<file path="config.mk">
export PLATFORM = sky130hd
export DESIGN_NAME = fragment_writer_flat
export DESIGN_NICKNAME = d
export VERILOG_FILES = /design/src/rtl/fragment_writer_if.sv /design/src/rtl/fragment_writer.sv /design/src/flat_wrapper.sv
export SDC_FILE = /design/constraint.sdc
export NUM_CORES = 1
export LEC_CHECK = 0
export CORE_UTILIZATION = 53
export DETAILED_ROUTE_END_ITERATION = 10
export PLACE_DENSITY = 0.76
export SKIP_LAST_GASP = 1
export SYNTH_ARGS = -nofsm -noshare
export SYNTH_HDL_FRONTEND = slang
export SYNTH_SLANG_ARGS = --single-unit
</file>
<file path="constraint.sdc">
create_clock -name clk -period 5.7 [get_ports clk]
set_clock_uncertainty 0.05 [all_clocks]
set_input_delay 0.57 -clock clk [delete_from_list [all_inputs] [get_ports clk]]
set_output_delay 0.57 -clock clk [all_outputs]
set_load 0.05 [all_outputs]
</file>
<file path="src/rtl/fragment_writer_if.sv">
// rtl/fragment_writer_if.sv - fragment input, burst command and write data handshakes of the fragment writer
interface fragment_writer_if #(
    parameter int PIX_W  = 16,
    parameter int ADDR_W = 32
);
    logic              frag_valid;
    logic              frag_ready;
    logic [19:0]       frag_x;
    logic [19:0]       frag_y;
    logic [PIX_W-1:0]  frag_color;
    logic              cmd_valid;
    logic              cmd_ready;
    logic [ADDR_W-1:0] cmd_addr;
    logic [6:0]        cmd_len;
    logic              wr_valid;
    logic              wr_ready;
    logic [PIX_W-1:0]  wr_data;
    logic              wr_last;
    logic              frame_done;

    modport slave (
        input  frag_valid, frag_x, frag_y, frag_color, cmd_ready, wr_ready,
        output frag_ready, cmd_valid, cmd_addr, cmd_len, wr_valid, wr_data, wr_last, frame_done
    );

    modport master (
        output frag_valid, frag_x, frag_y, frag_color, cmd_ready, wr_ready,
        input  frag_ready, cmd_valid, cmd_addr, cmd_len, wr_valid, wr_data, wr_last, frame_done
    );
endinterface

</file>
<file path="src/rtl/fragment_writer.sv">
// rtl/fragment_writer.sv - packs raster-order fragments into contiguous framebuffer write bursts
module fragment_writer #(
    parameter int                H_DISP    = 1280,
    parameter int                V_DISP    = 720,
    parameter int                PIX_W     = 16,
    parameter int                BURST_LEN = 16,
    parameter int                ADDR_W    = 32,
    parameter logic [ADDR_W-1:0] FB_BASE   = '0
) (
    input  logic              clk,
    input  logic              rst,
    fragment_writer_if.slave  bus
);
    localparam int IDX_W = $clog2(BURST_LEN);

    typedef enum logic [1:0] {FILL, CMD, DATA} state_t;

    state_t            state_q, state_d;
    logic [ADDR_W-1:0] start_addr_q, start_addr_d;
    logic [6:0]        count_q, count_d;
    logic [IDX_W-1:0]  beat_q, beat_d;
    logic              eof_q, eof_d;
    logic              frame_done_q, frame_done_d;
    logic [PIX_W-1:0]  buf_q [BURST_LEN];
    logic [PIX_W-1:0]  buf_d [BURST_LEN];

    logic [ADDR_W-1:0] frag_addr;
    logic              contiguous;
    logic              is_last_pix;
    logic              break_run;
    logic              accept;
    logic              last_beat;

    assign frag_addr   = FB_BASE + ADDR_W'(bus.frag_y) * ADDR_W'(H_DISP) + ADDR_W'(bus.frag_x);
    assign contiguous  = (frag_addr == start_addr_q + ADDR_W'(count_q));
    assign is_last_pix = (bus.frag_x == 20'(H_DISP - 1)) && (bus.frag_y == 20'(V_DISP - 1));
    // A non-contiguous fragment is refused so it can open the next run after the flush.
    assign break_run   = (state_q == FILL) && (count_q != 7'd0) && bus.frag_valid && !contiguous;
    assign accept      = bus.frag_valid && bus.frag_ready;
    assign last_beat   = (7'(beat_q) == count_q - 7'd1);

    assign bus.frag_ready = (state_q == FILL) && !break_run;
    assign bus.cmd_valid  = (state_q == CMD);
    assign bus.cmd_addr   = bus.cmd_valid ? start_addr_q : '0;
    assign bus.cmd_len    = bus.cmd_valid ? count_q : 7'd0;
    assign bus.wr_valid   = (state_q == DATA);
    assign bus.wr_data    = bus.wr_valid ? buf_q[beat_q] : '0;
    assign bus.wr_last    = bus.wr_valid && last_beat;
    assign bus.frame_done = frame_done_q;

    always_comb begin
        state_d      = state_q;
        start_addr_d = start_addr_q;
        count_d      = count_q;
        beat_d       = beat_q;
        eof_d        = eof_q;
        frame_done_d = 1'b0;
        buf_d        = buf_q;
        case (state_q)
            FILL: begin
                if (accept) begin
                    buf_d[count_q[IDX_W-1:0]] = bus.frag_color;
                    if (count_q == 7'd0) begin
                        start_addr_d = frag_addr;
                    end
                    count_d = count_q + 7'd1;
                    eof_d   = is_last_pix;
                    if ((count_q + 7'd1 == 7'(BURST_LEN)) || is_last_pix) begin
                        state_d = CMD;
                    end
                end else if (break_run) begin
                    state_d = CMD;
                end
            end
            CMD: begin
                if (bus.cmd_ready) begin
                    state_d = DATA;
                    beat_d  = '0;
                end
            end
            DATA: begin
                if (bus.wr_ready) begin
                    if (last_beat) begin
                        count_d      = 7'd0;
                        eof_d        = 1'b0;
                        frame_done_d = eof_q;
                        state_d      = FILL;
                    end else begin
                        beat_d = beat_q + IDX_W'(1);
                    end
                end
            end
            default: state_d = FILL;
        endcase
    end

    always_ff @(posedge clk) begin
        if (rst) begin
            state_q      <= FILL;
            start_addr_q <= '0;
            count_q      <= 7'd0;
            beat_q       <= '0;
            eof_q        <= 1'b0;
            frame_done_q <= 1'b0;
        end else begin
            state_q      <= state_d;
            start_addr_q <= start_addr_d;
            count_q      <= count_d;
            beat_q       <= beat_d;
            eof_q        <= eof_d;
            frame_done_q <= frame_done_d;
        end
    end

    // Pixel storage is pure datapath; it is only read under count/beat control.
    always_ff @(posedge clk) begin
        buf_q <= buf_d;
    end
endmodule

</file>
<file path="src/flat_wrapper.sv">
// flat-port wrapper written by rule: the top's interface ports become plain ports
module fragment_writer_flat 
#(
    parameter int                H_DISP    = 1280,
    parameter int                V_DISP    = 720,
    parameter int                PIX_W     = 16,
    parameter int                BURST_LEN = 16,
    parameter int                ADDR_W    = 32,
    parameter logic [ADDR_W-1:0] FB_BASE   = '0
)
  (clk, rst, bus_frag_valid, bus_frag_x, bus_frag_y, bus_frag_color, bus_cmd_ready, bus_wr_ready, bus_frag_ready, bus_cmd_valid, bus_cmd_addr, bus_cmd_len, bus_wr_valid, bus_wr_data, bus_wr_last, bus_frame_done);
  fragment_writer_if #(.PIX_W(PIX_W), .ADDR_W(ADDR_W)) bus_i ();
  input  logic clk;
  input  logic rst;
  input wire logic [$bits(bus_i.frag_valid)-1:0] bus_frag_valid;
  input wire logic [$bits(bus_i.frag_x)-1:0] bus_frag_x;
  input wire logic [$bits(bus_i.frag_y)-1:0] bus_frag_y;
  input wire logic [$bits(bus_i.frag_color)-1:0] bus_frag_color;
  input wire logic [$bits(bus_i.cmd_ready)-1:0] bus_cmd_ready;
  input wire logic [$bits(bus_i.wr_ready)-1:0] bus_wr_ready;
  output wire logic [$bits(bus_i.frag_ready)-1:0] bus_frag_ready;
  output wire logic [$bits(bus_i.cmd_valid)-1:0] bus_cmd_valid;
  output wire logic [$bits(bus_i.cmd_addr)-1:0] bus_cmd_addr;
  output wire logic [$bits(bus_i.cmd_len)-1:0] bus_cmd_len;
  output wire logic [$bits(bus_i.wr_valid)-1:0] bus_wr_valid;
  output wire logic [$bits(bus_i.wr_data)-1:0] bus_wr_data;
  output wire logic [$bits(bus_i.wr_last)-1:0] bus_wr_last;
  output wire logic [$bits(bus_i.frame_done)-1:0] bus_frame_done;
  assign bus_i.frag_valid = bus_frag_valid;
  assign bus_i.frag_x = bus_frag_x;
  assign bus_i.frag_y = bus_frag_y;
  assign bus_i.frag_color = bus_frag_color;
  assign bus_i.cmd_ready = bus_cmd_ready;
  assign bus_i.wr_ready = bus_wr_ready;
  assign bus_frag_ready = bus_i.frag_ready;
  assign bus_cmd_valid = bus_i.cmd_valid;
  assign bus_cmd_addr = bus_i.cmd_addr;
  assign bus_cmd_len = bus_i.cmd_len;
  assign bus_wr_valid = bus_i.wr_valid;
  assign bus_wr_data = bus_i.wr_data;
  assign bus_wr_last = bus_i.wr_last;
  assign bus_frame_done = bus_i.frame_done;
  fragment_writer #(.H_DISP(H_DISP), .V_DISP(V_DISP), .PIX_W(PIX_W), .BURST_LEN(BURST_LEN), .ADDR_W(ADDR_W), .FB_BASE(FB_BASE)) u_core (.clk(clk), .rst(rst), .bus(bus_i));
endmodule
</file>
# Word level (Yosys, flattened, before mapping)
# Cells that the tools add are included.
# word_totals
reg_bits	303
output_inout_bits	60
word_cells	100
# classes
addsub	5
multipliers	1
magnitude_cmp	3
n_eq_ne	14
mux	28
bitwise	5
reduce_logical	22
# ops
operator	count
256-bit bitwise mux	1
16-bit binary-select mux with 4-bit select	1
16-bit demux with 4-bit select	1
16-bit 2-to-1 mux	4
31-bit by 20-bit adder with 32-bit output	1
32-bit by 7-bit adder with 32-bit output	1
32-bit equality test	1
32-bit 2-to-1 mux	1
7-bit 2-to-1 mux	4
20-bit by 3-bit multiplier with 23-bit output (second input constant)	1
20-bit by 10-bit equality test with 1-bit output (second input constant)	1
20-bit by 11-bit equality test with 1-bit output (second input constant)	1
7-bit one-hot mux with 2 select lines	1
2-bit 2-to-1 mux	6
4-bit 2-to-1 mux	3
5-bit greater-or-equal comparator (second input constant)	2
4-bit inverter with 5-bit output	2
1-bit logical AND	8
2-bit != test (second input constant)	4
4-bit one-hot mux with 2 select lines	1
4-bit AND reduction	2
7-bit by 1-bit adder with 7-bit output (second input constant)	1
4-bit by 7-bit equality test with 1-bit output	1
7-bit by 5-bit equality test with 1-bit output (second input constant)	1
other kinds (22)	28

# Longest topological paths before layout
# Gate-level depths: netlist of run 1.
# logic_depth
depth_word	10
ltp_mapped	20
ltp_nobuf	19

# Least setup slack after synthesis of run 1
# No wires, ideal clock.
# synth_timing
kind	input to register
startpoint	input bus_frag_y[1]
endpoint	register u_core.buf_q[128] in the netlist's numbering, enable pin
setup_time_ns	0.374
arrival_ns	5.185
path_slack_ns	0.091
path_stages	19
path_buffers	1
cell_sequence	ha_1 > ha_1 > fa_1 > a211oi_1 > o21a_1 > xnor2_1 > ha_1 > nand3_1 > o2bb2ai_1 > a311o_1 > a31oi_1 > or4_4 > xnor3_1 > nor2_1 > nand4bb_1 > o21ai_2 > and2_4 > buf_2 > and3_1
# synth_between
elab_chain_len	9
# synth_rtl
item	line_no	text
start: declaration	flat_wrapper.sv:17	input wire logic [$bits(bus_i.frag_y)-1:0] bus_frag_y;
20-bit by 3-bit multiplier with 23-bit output	fragment_writer.sv:34	assign frag_addr = FB_BASE + ADDR_W'(bus.frag_y) * ADDR_W'(H_DISP) + ADDR_W'(bus.frag_x);
31-bit by 20-bit adder with 32-bit output	fragment_writer.sv:34	
32-bit equality test	fragment_writer.sv:35	assign contiguous = (frag_addr == start_addr_q + ADDR_W'(count_q));
1-bit logical NOT	fragment_writer.sv:38	assign break_run = (state_q == FILL) && (count_q != 7'd0) && bus.frag_valid && !contiguous;
1-bit logical AND	fragment_writer.sv:38	
1-bit logical NOT	fragment_writer.sv:42	assign bus.frag_ready = (state_q == FILL) && !break_run;
1-bit logical AND	fragment_writer.sv:42	
1-bit logical AND	fragment_writer.sv:39	assign accept = bus.frag_valid && bus.frag_ready;
2-bit AND reduction (no line)	n/a	
end signal: assignment	fragment_writer.sv:117	buf_q <= buf_d;
end: declaration	fragment_writer.sv:24	logic [PIX_W-1:0] buf_q [BURST_LEN];
# Every way passes these cells.
# A chain may end at the register's enable or synchronous reset.

# Worst setup path in the final report of run 1
# layout_timing
startpoint	input bus_frag_y[9]
endpoint	output bus_frag_ready
# layout_between
elab_chain_len	7
# layout_rtl
item	line_no	text
20-bit by 3-bit multiplier with 23-bit output	fragment_writer.sv:34	
31-bit by 20-bit adder with 32-bit output	fragment_writer.sv:34	
32-bit equality test	fragment_writer.sv:35	
1-bit logical NOT	fragment_writer.sv:38	
1-bit logical AND	fragment_writer.sv:38	
1-bit logical NOT	fragment_writer.sv:42	
1-bit logical AND	fragment_writer.sv:42	
end: declaration	flat_wrapper.sv:21	output wire logic [$bits(bus_i.frag_ready)-1:0] bus_frag_ready;
# Every way passes these cells.

==> out/summary.txt, run 1 <==
Clk Tree Root Cell - clkbuf_16
Worst-margin pin slew - 1.14 ns
Gr usage total - 27.5%
PortBufs - 120
Initial drt markers - 1044
Max Fclk - 180 MHz
Status - finished clean
Largest area contributor in the netlist - edfxtp_1
Max layer used - met4
DP HPWL - 28500 um
Sequential area share after synthesis - 55.0%
Cell-internal power - 4310 uW
Leak - 0.00679 uW
Sequential share of power - 43.0%
Cell variety after synth - 81
Synthesized Nets - 1287
Crit path DAT - 4.94 ns
Clk slew on worst S/H paths - 0.06 ns
DR WL met2 - 20200 um
Vias per inst - 6.24
Max-cap violations - 0
Logic gate share of total power - 24.4%
Crit Path Max Fanout - 3
Top post-synthesis cells by area - edfxtp_1 49%, mux4_2 11%, dfxtp_1 6.0%, ha_1 4.8%, xnor2_1 3.0%
Final core occ - 66.9%
Area share of the largest cell type after synthesis - 49.0%
Ys flop type - edfxtp_1
Post-Synth XOR/XNOR Area - 5.38%
ANT cells - 0
Cell count after synthesis - 1163
EDFF count, synth - 256
Max-slew violations - 0
Largest net degree at the start of global routing - 69
Slew HR - 23.9%
Rows - 62
Min Tclk post-route - 5.56 ns
First-pass GRT wire length - 63500 um
Worst Path Class, Setup - input pin to output pin
Yosys reg bits - 303
Synth async-reset ratio - 0%
Syn. warnings - 0
Net switching power - 1670 uW
Die W - 174 um
Post-synthesis compound-gate area fraction - 7.97%
Clk network pwr share - 32.6%
Grt ovf - 0
Met3 wire length - 3210 um
Overall routed net length - 41400 um
Crit start category - input pin
Placer Congestion - 0.889
CTS tree - built
TritonCTS Buffers - 28
Final setup viols - 0
IO Pins - 121
ANT nets after route - 0
Vias in the first global route - 10800
Netlist Area Pre-Place - 15700 um2
Area Growth Syn to Fin - 23.3%
Largest family of logic cells by synthesized area - simple AND/OR/NAND/NOR gates
Initial Utilization - 54.3%
Final nets - 1482
Post-CTS Hold Buffers - 0
Adder-cell share of the synthesized area - 5.16%
Clk_lat worst skew - 0.54 ns
Die ar. - 30300 um2
Most frequent cells in the layout - 256 x edfxtp_1, 111 x clkdlybuf4s50_1, 87 x nand2_1, 86 x buf_4, 80 x mux4_2
Clock Path Buffers - 3
Fin. Hold Viols - 0
Vias after detailed routing - 11000
DRT Pass-1 Iters - 5
Peak supply drop - 0.217 mV
Share of cells above drive strength 1 - 21.7%
Mux cell area share after synthesis - 11.8%
Setup TNS - 0 ns
Commonest non-fill, non-tap cell in the layout - edfxtp_1
Initial antenna violation count - 0
Critical Path RT - 5.08 ns
DR DRC count - 0
CP endpoint kind - output pin
Simple-gate share of the synthesized area - 12.7%
Worst min-delay path class - flip-flop to flip-flop
Die height - 174 um
CTS H-tree depth - 1
Wire length on met1 - 17100 um
Core region area - 28900 um2
Drt wl/cell - 23.5 um
Switching share of power - 27.9%
Synth Area per Inst - 13.5 um2
Pwr/cell area - 308 nW/um2
Final period util - 97.5%
Num Clock Sinks - 303
[cell families after synthesis]
family          Yosys count
mux                      85
xor+xnor                 87
fa+ha+maj                63
flops                   303
compound gates          180
buf+inv                  74
simple gates            371
[synth_stat cells, types with 5 or more instances]
cell / instances
edfxtp_1: 256
o21a_1: 9
and2_1: 68
nor3_1: 20
nand3_1: 30
buf_1: 5
mux4_2: 80
nand2_1: 88
o211ai_1: 6
inv_1: 16
a21oi_1: 58
and4_1: 8
a21o_1: 13
nand4_1: 23
and3_1: 33
ha_1: 60
dfxtp_1: 47
xor2_1: 28
nor2b_1: 9
xnor3_1: 6
a211oi_1: 14
clkbuf_1: 43
buf_4: 6
nor2_1: 53
nor4_1: 9
xnor2_1: 53
o21ai_0: 19
[per-stage QoR]
step	instances	hold slack (ns)	total power, uW	cell area [um2]	setup WS [ns]
CTS	1761	0.433	5950	19300	0.000501
floorplan	1163	0.398	3470	15700	0.0911
finish	1762	0.431	5970	19400	0.142
global placement	1705	0.417	3930	18100	-0.360
global route	1762	0.459	6190	19400	-0.000112
detailed placement	1705	0.425	3950	18100	-0.501
[sequential cells by signal, indices dropped and copies added (netlist names)]
register               flops
u_core.count_q             7
u_core.eof_q               1
u_core.state_q             2
u_core.beat_q              4
u_core.bus.frame_done      1
u_core.start_addr_q       32
u_core.buf_q             256
[power groups by stage]
stage	Combinational (uW)	Clock (uW)	Sequential, uW
3_5_place_dp	1340	0	2610
5_1_grt	1570	2050	2580
3_3_place_gp	1320	0	2610
4_1_cts	1420	1970	2570
6_report	1460	1950	2570
2_1_floorplan	890	0	2580
[metal layers]
metal  vias up  global-route usage [%]
li1       4903                       -
met1      5505                    38.7
met2       519                    45.2
met3        60                    3.83
met4         0                    6.65
met5         -                       0
[repair_timing]
action	4_1_cts	5_1_grt
cloned	0	0
gates resized for setup	34	25
buffers inserted	6	1
endpoints found under the setup margin	1	1
pin swaps	29	18
[cell type report]
class | instances | area [um2]
Clock buffer | 33 | 729
Clock inverter | 17 | 230
Fill cell | 1922 | 9570
Inverter | 17 | 63.8
Multi-Input combinational cell | 786 | 7060
Sequential cell | 303 | 8630
Tap cell | 384 | 480
Timing Repair Buffer | 222 | 2170
[path summary, 6_finish.rpt]
| check | from | endpoint | slack (ns) | cells past startpoint |
|---|---|---|---|---|
| setup / recovery | bus_frag_y[9] | bus_frag_ready | 0.14 | 18 |
| hold / removal | u_core.start_addr_q[0] | u_core.start_addr_q[0] | 0.43 | 2 |
| setup reg to reg | u_core.count_q[3] | u_core.buf_q[19] | 0.55 | 16 |
| hold reg to reg | u_core.start_addr_q[0] | u_core.start_addr_q[0] | 0.43 | 2 |
[critical path: stages]
cell,delay (ns)
clkdlybuf4s50_1,0.49
ha_1,0.24
ha_1,0.31
a21oi_1,0.22
o211ai_2,0.13
a21boi_0,0.15
xor2_1,0.16
ha_1,0.24
o41ai_2,0.44
o221a_2,0.26
and3b_2,0.23
xnor2_1,0.32
xnor2_1,0.18
nor4bb_1,0.36
o31ai_2,0.11
o21ai_2,0.15
o21a_1,0.21
buf_12,0.16
Power figures use the tool's default switching activity.
==> run 2: changes to the inputs <==
- clock period: 5.7 -> 5 ns (I/O delays scaled with it)
==> out/summary.txt, run 2 (synthesis results as in run 1) <==
CTS H-tree depth - 1
Rows - 62
Most frequent cells in the layout - 256 x edfxtp_1, 153 x buf_4, 109 x clkdlybuf4s50_1, 87 x nand2_1, 80 x mux4_2
DP HPWL - 27800 um
Grt ovf - 0
Die height - 174 um
Area of the multi-input gates - 7540 um2
Regs by FF count - u_core.buf_q (256), u_core.start_addr_q (32), u_core.count_q (7)
Setup ws final - -0.279 ns
Met3 wire length - 4440 um
Final period util - 106%
DR DRC count - 0
Commonest non-fill, non-tap cell in the layout - edfxtp_1
CTS tree - built
Crit Path Max Fanout - 6
Layout Cells excl Fill - 1841
Overall routed net length - 45400 um
Max FFs per register - 256
Max Fclk - 189 MHz
Max layer used - met5
Clk slew on worst S/H paths - 0.06 ns
First-pass GRT wire length - 65600 um
Vias in the first global route - 11200
Leak - 0.00705 uW
Max-slew violations - 0
Clk_lat worst skew - 0.55 ns
Die ar. - 30300 um2
DR WL met2 - 22300 um
Post-Place Setup Slack - -0.826 ns
Fin. Hold Viols - 0
Worst-margin pin slew - 1.18 ns
Fin Hold WS - 0.432 ns
Wire length on met1 - 17600 um
Drt wl/cell - 24.7 um
FF-to-FF End - u_core.buf_q[16]
Hold Path End - u_core.start_addr_q[0]
Reg-to-Reg Start - u_core.count_q[6]
Filler cell count in the final layout - 1886
Die W - 174 um
R2r setup slk - 0.25 ns
Initial drt markers - 1309
Largest net degree at the start of global routing - 50
Worst min-delay path class - flip-flop to flip-flop
Most flops, register - u_core.buf_q
CP startpoint - bus_frag_y[1]
Worst Hold Launch - u_core.start_addr_q[0]
Worst Path Class, Setup - input pin to output pin
Peak supply drop - 0.275 mV
Status - complete, but fails checks
Slew HR - 20.9%
IO Pins - 121
Worst reg2reg path depth - 15
Cells on Worst Hold Path - 2
Final nets - 1559
Min Tclk post-route - 5.28 ns
Final total power - 7100 uW
Gr usage total - 28.5%
Critical Path RT - 4.45 ns
Placer Congestion - 0.876
DRT Pass-1 Iters - 5
PortBufs - 120
Seq. cell area - 8630 um2
Vias after detailed routing - 11600
Area Growth Syn to Fin - 28.0%
Clk Tree Root Cell - clkbuf_16
ANT nets after route - 0
Failing checks - setup timing
Initial Utilization - 54.3%
CP endpoint kind - output pin
Placed Cells - 1752
Final setup viols - 1
ANT cells - 0
Num Clock Sinks - 303
Share of cells above drive strength 1 - 28.8%
Initial antenna violation count - 1
Pwr/cell area - 353 nW/um2
Crit start category - input pin
TritonCTS Buffers - 30
Core region area - 28900 um2
RSZ-0062 raised after global routing - yes
Clock Path Buffers - 3
Vias per inst - 6.30
Crit path DAT - 4.73 ns
Max-cap violations - 0
run 2: how the worst max path moves through the flow:
stage	endpoint	slack (ns)	cells past startpoint
after floorplan	u_core.buf_q[128]	0.02	18
after detailed placement	u_core.buf_q[229]	-0.83	19
after global routing	bus_frag_ready	-0.39	22
after CTS	bus_frag_ready	-0.23	20
final	bus_frag_ready	-0.28	20
after global placement	u_core.buf_q[245]	-0.75	19
run 2: timing repair:
action	in CTS	in global routing
resized for setup	76	49
hold buffers	0	0
pin swaps	38	25
cloned	0	21
setup endpoints to repair	257	258
buffers inserted	9	6
run 2: metrics by stage:
step                TNS (ns)  area (um2)  util (%)
finish                -0.279       20100      69.5
global route           -8.24       20100      69.5
CTS                   -0.228       19700      68.2
detailed placement   -210.89       18400      63.6
global placement     -193.03       18400      63.6
floorplan                  0       15900         -
run 2: layout make-up:
class | count | area share [%]
repair buffers | 276 | 11.9
flip-flops and latches | 303 | 42.9
multi-input cells | 807 | 37.5
well taps | 384 | 2.39
clock buffers | 38 | 3.93
clock inverters | 16 | 1.00
inverters | 17 | 0.317
run 2: power breakdown:
group | leakage [uW] | switching (uW) | internal (uW)
Sequential | 0.00269 | 89.5 | 2840
Clock | 0.000489 | 955 | 1330
Combinational | 0.00387 | 997 | 901
run 2: per-layer routing:
metal  vias up  GRT usage, %
met2       718          47.8
met1      5675          39.6
met3        91          3.48
met5         -             0
met4         2          7.09
li1       5110             -
run 2: worst max-delay path, stage by stage:
cell	delay, ns
buf_4	0.13
ha_4	0.24
ha_4	0.16
fa_2	0.38
a211oi_2	0.23
o21a_1	0.20
xnor2_1	0.14
ha_2	0.34
and3_1	0.20
a311o_2	0.39
a31o_2	0.23
and2_1	0.16
xnor3_1	0.33
nor2_1	0.08
nor4b_2	0.19
nand4bb_1	0.20
o21ai_2	0.23
buf_6	0.13
o21a_4	0.14
buf_12	0.13
